[src/rtl/cache_axi_rd_arbiter_pkg.sv]
// Shared types and constants for the cache-side AXI read arbiter.
// Requester indices double as the AXI arid value.
package cache_axi_rd_arbiter_pkg;

    typedef logic [31:0]  bus32_t;
    typedef logic [255:0] bus256_t;

    typedef enum logic [1:0] {
        IDLE = 2'd0,
        ADDR = 2'd1,
        DATA = 2'd2,
        RESP = 2'd3
    } axi_rd_state_t;

    localparam logic [1:0] REQ_IC = 2'd0;
    localparam logic [1:0] REQ_IU = 2'd1;
    localparam logic [1:0] REQ_DC = 2'd2;
    localparam logic [1:0] REQ_DU = 2'd3;

    localparam logic [1:0] AXI_BURST_INCR = 2'b01;
    localparam logic [2:0] AXI_SIZE_4B    = 3'b010;

    // Line refills are bursts; the uncached paths are single beats.
    function automatic logic is_line_req(input logic [1:0] idx);
        return (idx == REQ_IC) || (idx == REQ_DC);
    endfunction

endpackage

[src/rtl/cache_axi_rd_arbiter_rr.sv]
// Four-way round-robin arbiter: the search starts at ptr_i and wraps.
// Purely combinational; the caller owns the pointer register.
module rr_arbiter4 (
    input  logic [3:0] req_i,
    input  logic [1:0] ptr_i,
    output logic [3:0] grant_o,
    output logic [1:0] idx_o
);

    logic       found;
    logic [1:0] cand;

    always_comb begin
        found = 1'b0;
        cand  = ptr_i;
        idx_o = ptr_i;
        for (int k = 0; k < 4; k++) begin
            cand = ptr_i + 2'(k);
            if (!found && req_i[cand]) begin
                found = 1'b1;
                idx_o = cand;
            end
        end
        grant_o = found ? (4'b0001 << idx_o) : 4'b0000;
    end

endmodule

[src/rtl/cache_axi_rd_arbiter.sv]
// Shares one AXI4 read channel among icache/dcache refill and uncached reads,
// one outstanding transaction at a time, with a one-cycle done pulse to the owner.
module cache_axi_rd_arbiter
    import cache_axi_rd_arbiter_pkg::*;
#(
    parameter int LINE_BEATS = 8,
    parameter int ID_W       = 4
) (
    input  logic            clk,
    input  logic            reset,
    input  logic            ic_rd_req,
    input  logic [31:0]     ic_rd_addr,
    output logic            ic_ret_valid,
    output logic [255:0]    ic_ret_data,
    input  logic            iu_ren,
    input  logic [31:0]     iu_addr,
    output logic            iu_rvalid,
    output logic [31:0]     iu_rdata,
    input  logic            dc_rd_req,
    input  logic [31:0]     dc_rd_addr,
    output logic            dc_ret_valid,
    output logic [255:0]    dc_ret_data,
    input  logic            du_ren,
    input  logic [31:0]     du_addr,
    output logic            du_rvalid,
    output logic [31:0]     du_rdata,
    output logic [ID_W-1:0] arid,
    output logic [31:0]     araddr,
    output logic [7:0]      arlen,
    output logic [2:0]      arsize,
    output logic [1:0]      arburst,
    output logic            arvalid,
    input  logic            arready,
    input  logic [ID_W-1:0] rid,
    input  logic [31:0]     rdata,
    input  logic [1:0]      rresp,
    input  logic            rlast,
    input  logic            rvalid,
    output logic            rready
);

    axi_rd_state_t state_q;
    logic [1:0]    ptr_q;
    logic [1:0]    owner_q;
    bus32_t        araddr_q;
    logic [7:0]    arlen_q;
    logic          arvalid_q;
    logic          rready_q;
    logic [2:0]    beat_q;
    bus256_t       ic_data_q;
    bus256_t       dc_data_q;
    bus32_t        iu_data_q;
    bus32_t        du_data_q;
    logic [3:0]    ret_q;

    logic [3:0]    req_vec;
    logic [3:0]    gnt_onehot;
    logic [1:0]    gnt_idx;
    bus32_t        araddr_d;
    logic [7:0]    arlen_d;

    assign req_vec = {du_ren, dc_rd_req, iu_ren, ic_rd_req};

    rr_arbiter4 u_rr (
        .req_i   (req_vec),
        .ptr_i   (ptr_q),
        .grant_o (gnt_onehot),
        .idx_o   (gnt_idx)
    );

    // Refills are line aligned; uncached addresses pass through untouched.
    always_comb begin
        araddr_d = iu_addr;
        case (gnt_idx)
            REQ_IC:  araddr_d = {ic_rd_addr[31:5], 5'b0};
            REQ_IU:  araddr_d = iu_addr;
            REQ_DC:  araddr_d = {dc_rd_addr[31:5], 5'b0};
            default: araddr_d = du_addr;
        endcase
        arlen_d = is_line_req(gnt_idx) ? 8'(LINE_BEATS - 1) : 8'd0;
    end

    always_ff @(posedge clk) begin
        if (reset) begin
            state_q   <= IDLE;
            ptr_q     <= 2'd0;
            owner_q   <= 2'd0;
            araddr_q  <= '0;
            arlen_q   <= '0;
            arvalid_q <= 1'b0;
            rready_q  <= 1'b0;
            beat_q    <= 3'd0;
            ic_data_q <= '0;
            dc_data_q <= '0;
            iu_data_q <= '0;
            du_data_q <= '0;
            ret_q     <= 4'b0;
        end else begin
            ret_q <= 4'b0;
            case (state_q)
                IDLE: begin
                    if (|req_vec) begin
                        owner_q   <= gnt_idx;
                        ptr_q     <= gnt_idx + 2'd1;
                        araddr_q  <= araddr_d;
                        arlen_q   <= arlen_d;
                        arvalid_q <= 1'b1;
                        beat_q    <= 3'd0;
                        state_q   <= ADDR;
                    end
                end
                ADDR: begin
                    if (arready) begin
                        arvalid_q <= 1'b0;
                        rready_q  <= 1'b1;
                        state_q   <= DATA;
                    end
                end
                DATA: begin
                    if (rvalid) begin
                        beat_q <= beat_q + 3'd1;
                        case (owner_q)
                            REQ_IC:  ic_data_q[{beat_q, 5'd0} +: 32] <= rdata;
                            REQ_IU:  iu_data_q <= rdata;
                            REQ_DC:  dc_data_q[{beat_q, 5'd0} +: 32] <= rdata;
                            default: du_data_q <= rdata;
                        endcase
                        // A short burst still finishes; untouched slots keep old data.
                        if (rlast) begin
                            rready_q       <= 1'b0;
                            ret_q[owner_q] <= 1'b1;
                            state_q        <= RESP;
                        end
                    end
                end
                RESP: state_q <= IDLE;
                default: state_q <= IDLE;
            endcase
        end
    end

    assign arid    = {{(ID_W-2){1'b0}}, owner_q};
    assign araddr  = araddr_q;
    assign arlen   = arlen_q;
    assign arsize  = AXI_SIZE_4B;
    assign arburst = AXI_BURST_INCR;
    assign arvalid = arvalid_q;
    assign rready  = rready_q;

    assign ic_ret_valid = ret_q[REQ_IC];
    assign iu_rvalid    = ret_q[REQ_IU];
    assign dc_ret_valid = ret_q[REQ_DC];
    assign du_rvalid    = ret_q[REQ_DU];
    assign ic_ret_data  = ic_data_q;
    assign dc_ret_data  = dc_data_q;
    assign iu_rdata     = iu_data_q;
    assign du_rdata     = du_data_q;

    // rid/rresp are deliberately ignored: data is delivered whatever the response.
    logic unused_sigs;
    assign unused_sigs = ^{rid, rresp, gnt_onehot};

endmodule

[config.mk]
export PLATFORM = sky130hd
export DESIGN_NAME = cache_axi_rd_arbiter
export DESIGN_NICKNAME = d
export VERILOG_FILES = /design/src/rtl/cache_axi_rd_arbiter_pkg.sv /design/src/rtl/cache_axi_rd_arbiter_rr.sv /design/src/rtl/cache_axi_rd_arbiter.sv
export SDC_FILE = /design/constraint.sdc
export NUM_CORES = 1
export LEC_CHECK = 0
export CELL_PAD_IN_SITES_DETAIL_PLACEMENT = 1
export CELL_PAD_IN_SITES_GLOBAL_PLACEMENT = 2
export CORE_ASPECT_RATIO = 0.5
export CORE_MARGIN = 2
export CORE_UTILIZATION = 22
export DETAILED_ROUTE_END_ITERATION = 10
export GPL_ROUTABILITY_DRIVEN = 1
export HOLD_SLACK_MARGIN = 0.03
export PLACE_DENSITY_LB_ADDON = 0.1
export SYNTH_ARGS = -nofsm -noshare
export SYNTH_HDL_FRONTEND = slang
export SYNTH_SLANG_ARGS = --single-unit
[constraint.sdc]
create_clock -name clk -period 2.4 [get_ports clk]
set_input_delay 0.24 -clock clk [delete_from_list [all_inputs] [get_ports clk]]
set_output_delay 0.24 -clock clk [all_outputs]
set_load 0.01 [all_outputs]
Word-level counts from Yosys, hierarchy flattened

Index checks and enable logic that the tools add are counted.

Bitwise operators: 4
Eq/ne operators: 11
Magnitude comparators: 6
Add/subtract/negate cells: 6
Shifts and indexed selects: 2
Multiplexer cells: 35
Reduce and logical (&&, ||, !) cells: 26

Operators by type and width:

| kind                                                                         | number |
|---|---|
| 256-bit bitwise mux                                                          | 2 |
| 32-bit by 10-bit variable shift with 256-bit output, first input constant    | 1 |
| 32-bit by 10-bit indexed part select with 256-bit output                     | 1 |
| 32-bit one-hot mux with 3 select lines                                       | 1 |
| 3-bit AND reduction                                                          | 6 |
| 2-bit by 3-bit less-than comparator with 1-bit output, second input constant | 5 |
| 2-bit two-way mux                                                            | 7 |
| 1-bit two-way mux                                                            | 13 |
| 8-bit negation with 10-bit output                                            | 1 |
| 3-bit two-way mux                                                            | 3 |
| 1-bit binary-select mux with 2-bit select                                    | 4 |
| 2-bit equality test, second input constant                                   | 4 |
| 2-bit != test, second input constant                                         | 4 |
| 2-bit one-hot mux with 4 select lines                                        | 1 |
| 4-bit AND reduction                                                          | 2 |
| 4-bit OR reduction                                                           | 2 |
| 2-bit by 1-bit equality test with 1-bit output, second input constant        | 3 |
| 2-bit zero test                                                              | 3 |
| 3-bit one-hot mux with 2 select lines                                        | 1 |
| 2-bit nonzero test                                                           | 3 |
| 2-bit by 1-bit adder with 2-bit output, second input constant                | 2 |
| 2-bit adder, second input constant                                           | 2 |
| 1-bit logical AND                                                            | 4 |
| 1-bit NOT                                                                    | 4 |
| 8 further kinds                                                              | 11 |

Register bits: 631

Logic depth before layout (Yosys ltp)

Gate-level depths: netlist of run 1.

Word-level depth: 15
Depth in mapped cells: 12

Hierarchy

Synthesis of run 1 repeated with hierarchy kept, for this count alone.

Cell total of the unflattened synthesis: 2,443
Area, all modules: 25,171.6 um2

By module, submodules not included:

| module               | area each (um2) | sequential area each (um2) | cells an instance | instances |
|---|---|---|---|---|
| cache_axi_rd_arbiter | 24,943.9        | 12,492.0                   | 2,408             | 1 |
| rr_arbiter4          | 227.7           | 0.0                        | 35                | 1 |

Worst setup path after synthesis of run 1

Ideal clock, no wire load.

Kind: flip-flop to flip-flop
Start point: reg beat_q[0]
End point: reg dc_data_q[162], in the netlist dc_ret_data[162]
Period minus slack after synthesis: 2,660 ps
Buffers on the path: 5
Cell stages (with the launch flop): 13
Required time: 2,268 ps
Slack: -260 ps
Arrival: 2,528 ps
Path through: dfxtp_1 buf_2 clkbuf_1 inv_1 ha_1 ha_1 nand4bb_1 buf_2 or3_1 clkbuf_1 buf_2 nand2_1 a21oi_1

Cells in the longest elaborated chain, start to end: 3
Elaborated cells on any way between the ends: 4
Classes of those cells: add/sub (1); shift (2); mux (1)

RTL lines:

| element                                                                                                                                | RTL line                    | source |
|---|---|---|
| start, declared                                                                                                                        | cache_axi_rd_arbiter.sv:49  | `logic [2:0] beat_q;` |
| start signal, assigned                                                                                                                 | cache_axi_rd_arbiter.sv:121 | `beat_q <= beat_q + 3'd1;` |
| 8-bit negation with 10-bit output *                                                                                                    | cache_axi_rd_arbiter.sv:125 | `REQ_DC: dc_data_q[{beat_q, 5'd0} +: 32] <= rdata;` |
| 32-bit by 10-bit indexed part select with 256-bit output / 32-bit by 10-bit variable shift with 256-bit output (equally long branches) | cache_axi_rd_arbiter.sv:125 |  |
| 256-bit bitwise mux *                                                                                                                  | cache_axi_rd_arbiter.sv:125 |  |
| end signal, assigned by index                                                                                                          | cache_axi_rd_arbiter.sv:125 |  |
| end, declared                                                                                                                          | cache_axi_rd_arbiter.sv:51  | `bus256_t dc_data_q;` |

Every way passes the cells marked *; elsewhere a longest branch is shown, timed or not.
A chain may end at the register's enable or synchronous reset.

Final worst setup path of run 1

Start point: reg ptr_q[0]
End point: reg araddr_q[23], in the netlist araddr[23]

Cells in the longest elaborated chain, start to end: 14
Elaborated cells on any way between the ends: 27
Classes of those cells: add/sub (3); eq/ne (2); mux (15); reduce/logical (7)

RTL lines:

| element                                                                         | RTL line                      | source |
|---|---|---|
| start, declared                                                                 | cache_axi_rd_arbiter.sv:43    | `logic [1:0] ptr_q;` |
| start signal, assigned                                                          | cache_axi_rd_arbiter.sv:104   | `ptr_q <= gnt_idx + 2'd1;` |
| branches (longest 11 deep; another with 2-bit by 1-bit adder with 2-bit output) | -                             |  |
| 2-bit two-way mux *                                                             | cache_axi_rd_arbiter_rr.sv:19 | `if (!found && req_i[cand]) begin` |
| 2-bit equality test (tied with other cells)                                     | cache_axi_rd_arbiter.sv:74    | `case (gnt_idx)` |
| 32-bit one-hot mux with 3 select lines *                                        | cache_axi_rd_arbiter.sv:74    |  |
| end signal, assigned                                                            | cache_axi_rd_arbiter.sv:105   | `araddr_q <= araddr_d;` |
| end, declared                                                                   | cache_axi_rd_arbiter.sv:45    | `bus32_t araddr_q;` |

Every way passes the cells marked *. The select of a mux whose other input is x is not followed.

==> impl_metrics.json, run 1 <==
{
  "p_leak_nw": 11.71,
  "top_level_ports": 806,
  "grt_max_degree": 93,
  "clkTransAtPathRegs_ps": 60,
  "root_buffer": "clkbuf_16",
  "antenna_found_initial": 11,
  "end_kind": "flip-flop",
  "setup_viol": 0,
  "synthArstFlopShare_pct": 0,
  "die_h_microns": 232.9,
  "reg2reg_from": "ptr_q[0]",
  "clock_latency_ps": 660,
  "ir_drop_mv": 0.4975,
  "dieArea_sq_um": 107500,
  "drt_iter0_markers": 1402,
  "synthesis.area_sq_um": 23050,
  "rsz0062_at_grt": "false",
  "grt_pass1_wl_microns": 174300,
  "cts_tree": "yes",
  "portBuffers": 777,
  "worstPathMaxFanout": 10,
  "synth_edf_count": 0,
  "cts_sinks": 623,
  "gp_congestion": 0.8254,
  "synth-seq-cells": 623,
  "gr-total-overflow": 0,
  "drive_above_1_share_pct": 7.721,
  "worstHoldStart": "rdata[21]",
  "place_ws_ps": -413.2,
  "numCtsBuffers": 67,
  "dr_total_vias": 23020,
  "r2r-end": "araddr[23]",
  "hold_violations": 0,
  "yosys_warnings": 0,
  "via_per_inst": 4.513,
  "dieWidth_microns": 461.7,
  "slew_viol_final": 0,
  "reg2reg_depth": 8,
  "startpoint": "ptr_q[0]",
  "placementRows": 83,
  "hpwl_microns": 85710,
  "period_minus_slack_ps": 2290,
  "wirelength_microns": 124800,
  "skew_ps": 17.74,
  "final.setup.worst_slack_ps": 109.6,
  "synth-simple-area-share_pct": 23.33,
  "grt_pass1_vias": 23380,
  "slew_headroom_pct": 49.45,
  "fin_nets": 3827,
  "synth_xor_area_share_pct": 0.03800,
  "netlist_instances": 2942,
  "grt_usage_pct": 22.46,
  "clock.fmax_mhz": 436.6,
  "ys.flop_type": "dfxtp_1",
  "drv_cap": 0,
  "setup_tns_ps": 0,
  "core_sq_um": 103200,
  "area.growth.synth_to_final_pct": 53.97,
  "drc": 0,
  "worstPathArrival_ps": 2830,
  "holdCritPathClass": "input pin to flip-flop",
  "synth-compound-area-share_pct": 16.16,
  "cp-start-kind": "flip-flop",
  "status": "finished, final reports clean",
  "drtPass1Iterations": 7,
  "synth_mux_area_share_pct": 0.04343,
  "cts_max_level": 3,
  "wl_per_cell_microns": 24.47,
  "initial_core_util_pct": 22.33,
  "cp-endpoint": "araddr[23]",
  "rrSetupSlack_ps": 110,
  "ys_seq_area_share_pct": 54.11,
  "synth_cell_type_count": 48,
  "fin_crit_sh_pct": 95.43,
  "power.density_nw_per_um2": 743.9,
  "clk_path_buf_depth": 3,
  "worstSetupPathType": "flip-flop to flip-flop",
  "fin_util_pct": 34.38,
  "syn_avg_cell_area_sq_um": 7.834,
  "synth_fa_ha_area_share_pct": 0.5971,
  "synth_top_family_by_area": "simple AND/OR/NAND/NOR gates",
  "worst_pin_slew_ps": 755.9,
  "worstPathRequired_ps": 2940,
  "ant_nets": 0
}
## what timing repair did
item	4_1_cts	5_1_grt
pin swaps	1	6
resized for setup	3	13
hold buffers	1	0
endpoints found under the hold margin	42	0
cloned	0	2
endpoints found under the setup margin	36	111
buffers inserted	0	7
## layer usage
| layer | track usage, % | part of all wire, % | vias up |
|---|---|---|---|
| li1 | - | - | 10990 |
| met1 | 27.43 | 42 | 11460 |
| met2 | 39.83 | 51 | 436 |
| met3 | 4.394 | 4.1 | 141 |
| met4 | 6.526 | 2.9 | 0 |
| met5 | 0 | 0 | - |
## cell type report
type,count,area [sq um]
fillers,12060,67740
flip-flops and latches,623,12480
repair buffers,919,9600
multi-input cells,2021,9407
clock buffers,94,1909
well taps,1402,1754
clock inverters,25,282.8
inverters,9,33.78
diodes,9,22.52
## cells by family after synthesis
logic type / count (synthesis)
other cells: 2
fa+ha+maj: 11
simple gates: 1311
compound gates: 685
flops: 623
buf+inv: 308
mux: 1
xor+xnor: 1
## per-stage QoR
step / instances / hold slack, ps / total power, mW / cell area [sq um]
2_1_floorplan: 2952 / 427.6 / 13.23 / 23110
3_3_place_gp: 4964 / 440.7 / 15.71 / 33110
3_5_place_dp: 4964 / 446.2 / 15.75 / 33110
4_1_cts: 5084 / 123.0 / 26.79 / 35320
5_1_grt: 5097 / 143.1 / 27.59 / 35470
6_report: 5102 / 165.2 / 26.40 / 35490
## cells in the mapped netlist, types with 4 or more instances
cell | instances | area (sq um)
nand2_1 | 1156 | 4339
dfxtp_1 | 623 | 12470
a21oi_1 | 582 | 2913
clkbuf_1 | 204 | 765.7
buf_2 | 77 | 385.4
nand3_1 | 41 | 205.2
o21ai_0 | 31 | 155.2
a22o_1 | 29 | 254.0
a222oi_1 | 27 | 270.3
nor2b_1 | 26 | 162.7
nor2_1 | 24 | 90.09
buf_4 | 16 | 120.1
ha_1 | 11 | 137.6
inv_1 | 9 | 33.78
nor3_1 | 9 | 45.04
nand4_1 | 8 | 50.05
nor3_2 | 8 | 80.08
a211oi_1 | 7 | 52.55
nand2b_1 | 7 | 43.79
nor4_4 | 7 | 148.9
or2_2 | 4 | 25.02
or3_1 | 4 | 25.02
## worst max-delay path, stage by stage (launching register included)
cell and delay, ps:
dfxtp_1 350, nor2b_1 70, or4_4 530, and2_4 160
ha_1 220, buf_4 200, a222oi_1 320, o21ai_1 130
a22o_1 200
## how the worst min path moves through the flow
stage | to | depth (start not counted)
2_1_floorplan | ret_q[1] | 2
3_3_place_gp | iu_rdata[2] | 2
3_5_place_dp | dc_ret_data[104] | 2
4_1_cts | du_rdata[21] | 3
5_1_grt | dc_ret_data[21] | 3
6_report | du_rdata[21] | 3
## cells in the final DEF, fill, tap and decap left out, drive strengths merged, types with 2 or more instances in the layout
cell,synthesis,routed
a21oi,582,582
bufinv,0,5
clkinv,0,14
nand4,8,8
inv,9,14
nor2b,26,26
nor2,27,27
nand3,41,41
ha,11,11
nor3,17,17
nor4,7,7
a222oi,27,27
conb,2,12
or3,4,4
diode,0,9
and2,2,2
nand2b,7,7
clkbuf,204,96
a22o,29,29
or2,5,5
clkdlybuf4s50,0,775
buf,95,141
and4,2,2
o21ai,31,31
a211oi,7,7
dfxtp,623,623
nand2,1156,1156
a221oi,2,2
## state kept, by name (all words and copies together) (netlist names), 2 cells and up
name	cells
ret_q	4
owner_q	2
beat_q	3
iu_rdata	32
ptr_q	2
state_q	2
du_rdata	32
ic_ret_data	256
dc_ret_data	256
araddr	32
## report_power, final
| part | total, mW | leakage (nW) | internal [mW] | switching (mW) |
|---|---|---|---|---|
| Combinational | 4.51 | 5.60 | 1.94 | 2.58 |
| Sequential | 11.0 | 5.02 | 10.7 | 0.269 |
| Clock | 10.9 | 1.09 | 6.12 | 4.75 |
| Total | 26.4 | 11.7 | 18.8 | 7.60 |
(Power assumes the default switching activity.)
==> run 2: changes to the inputs <==
Settings changed: SKIP_LAST_GASP set to 1.
==> results of run 2 <==
The final DEF is identical to that of run 1; final timing and power are the same.
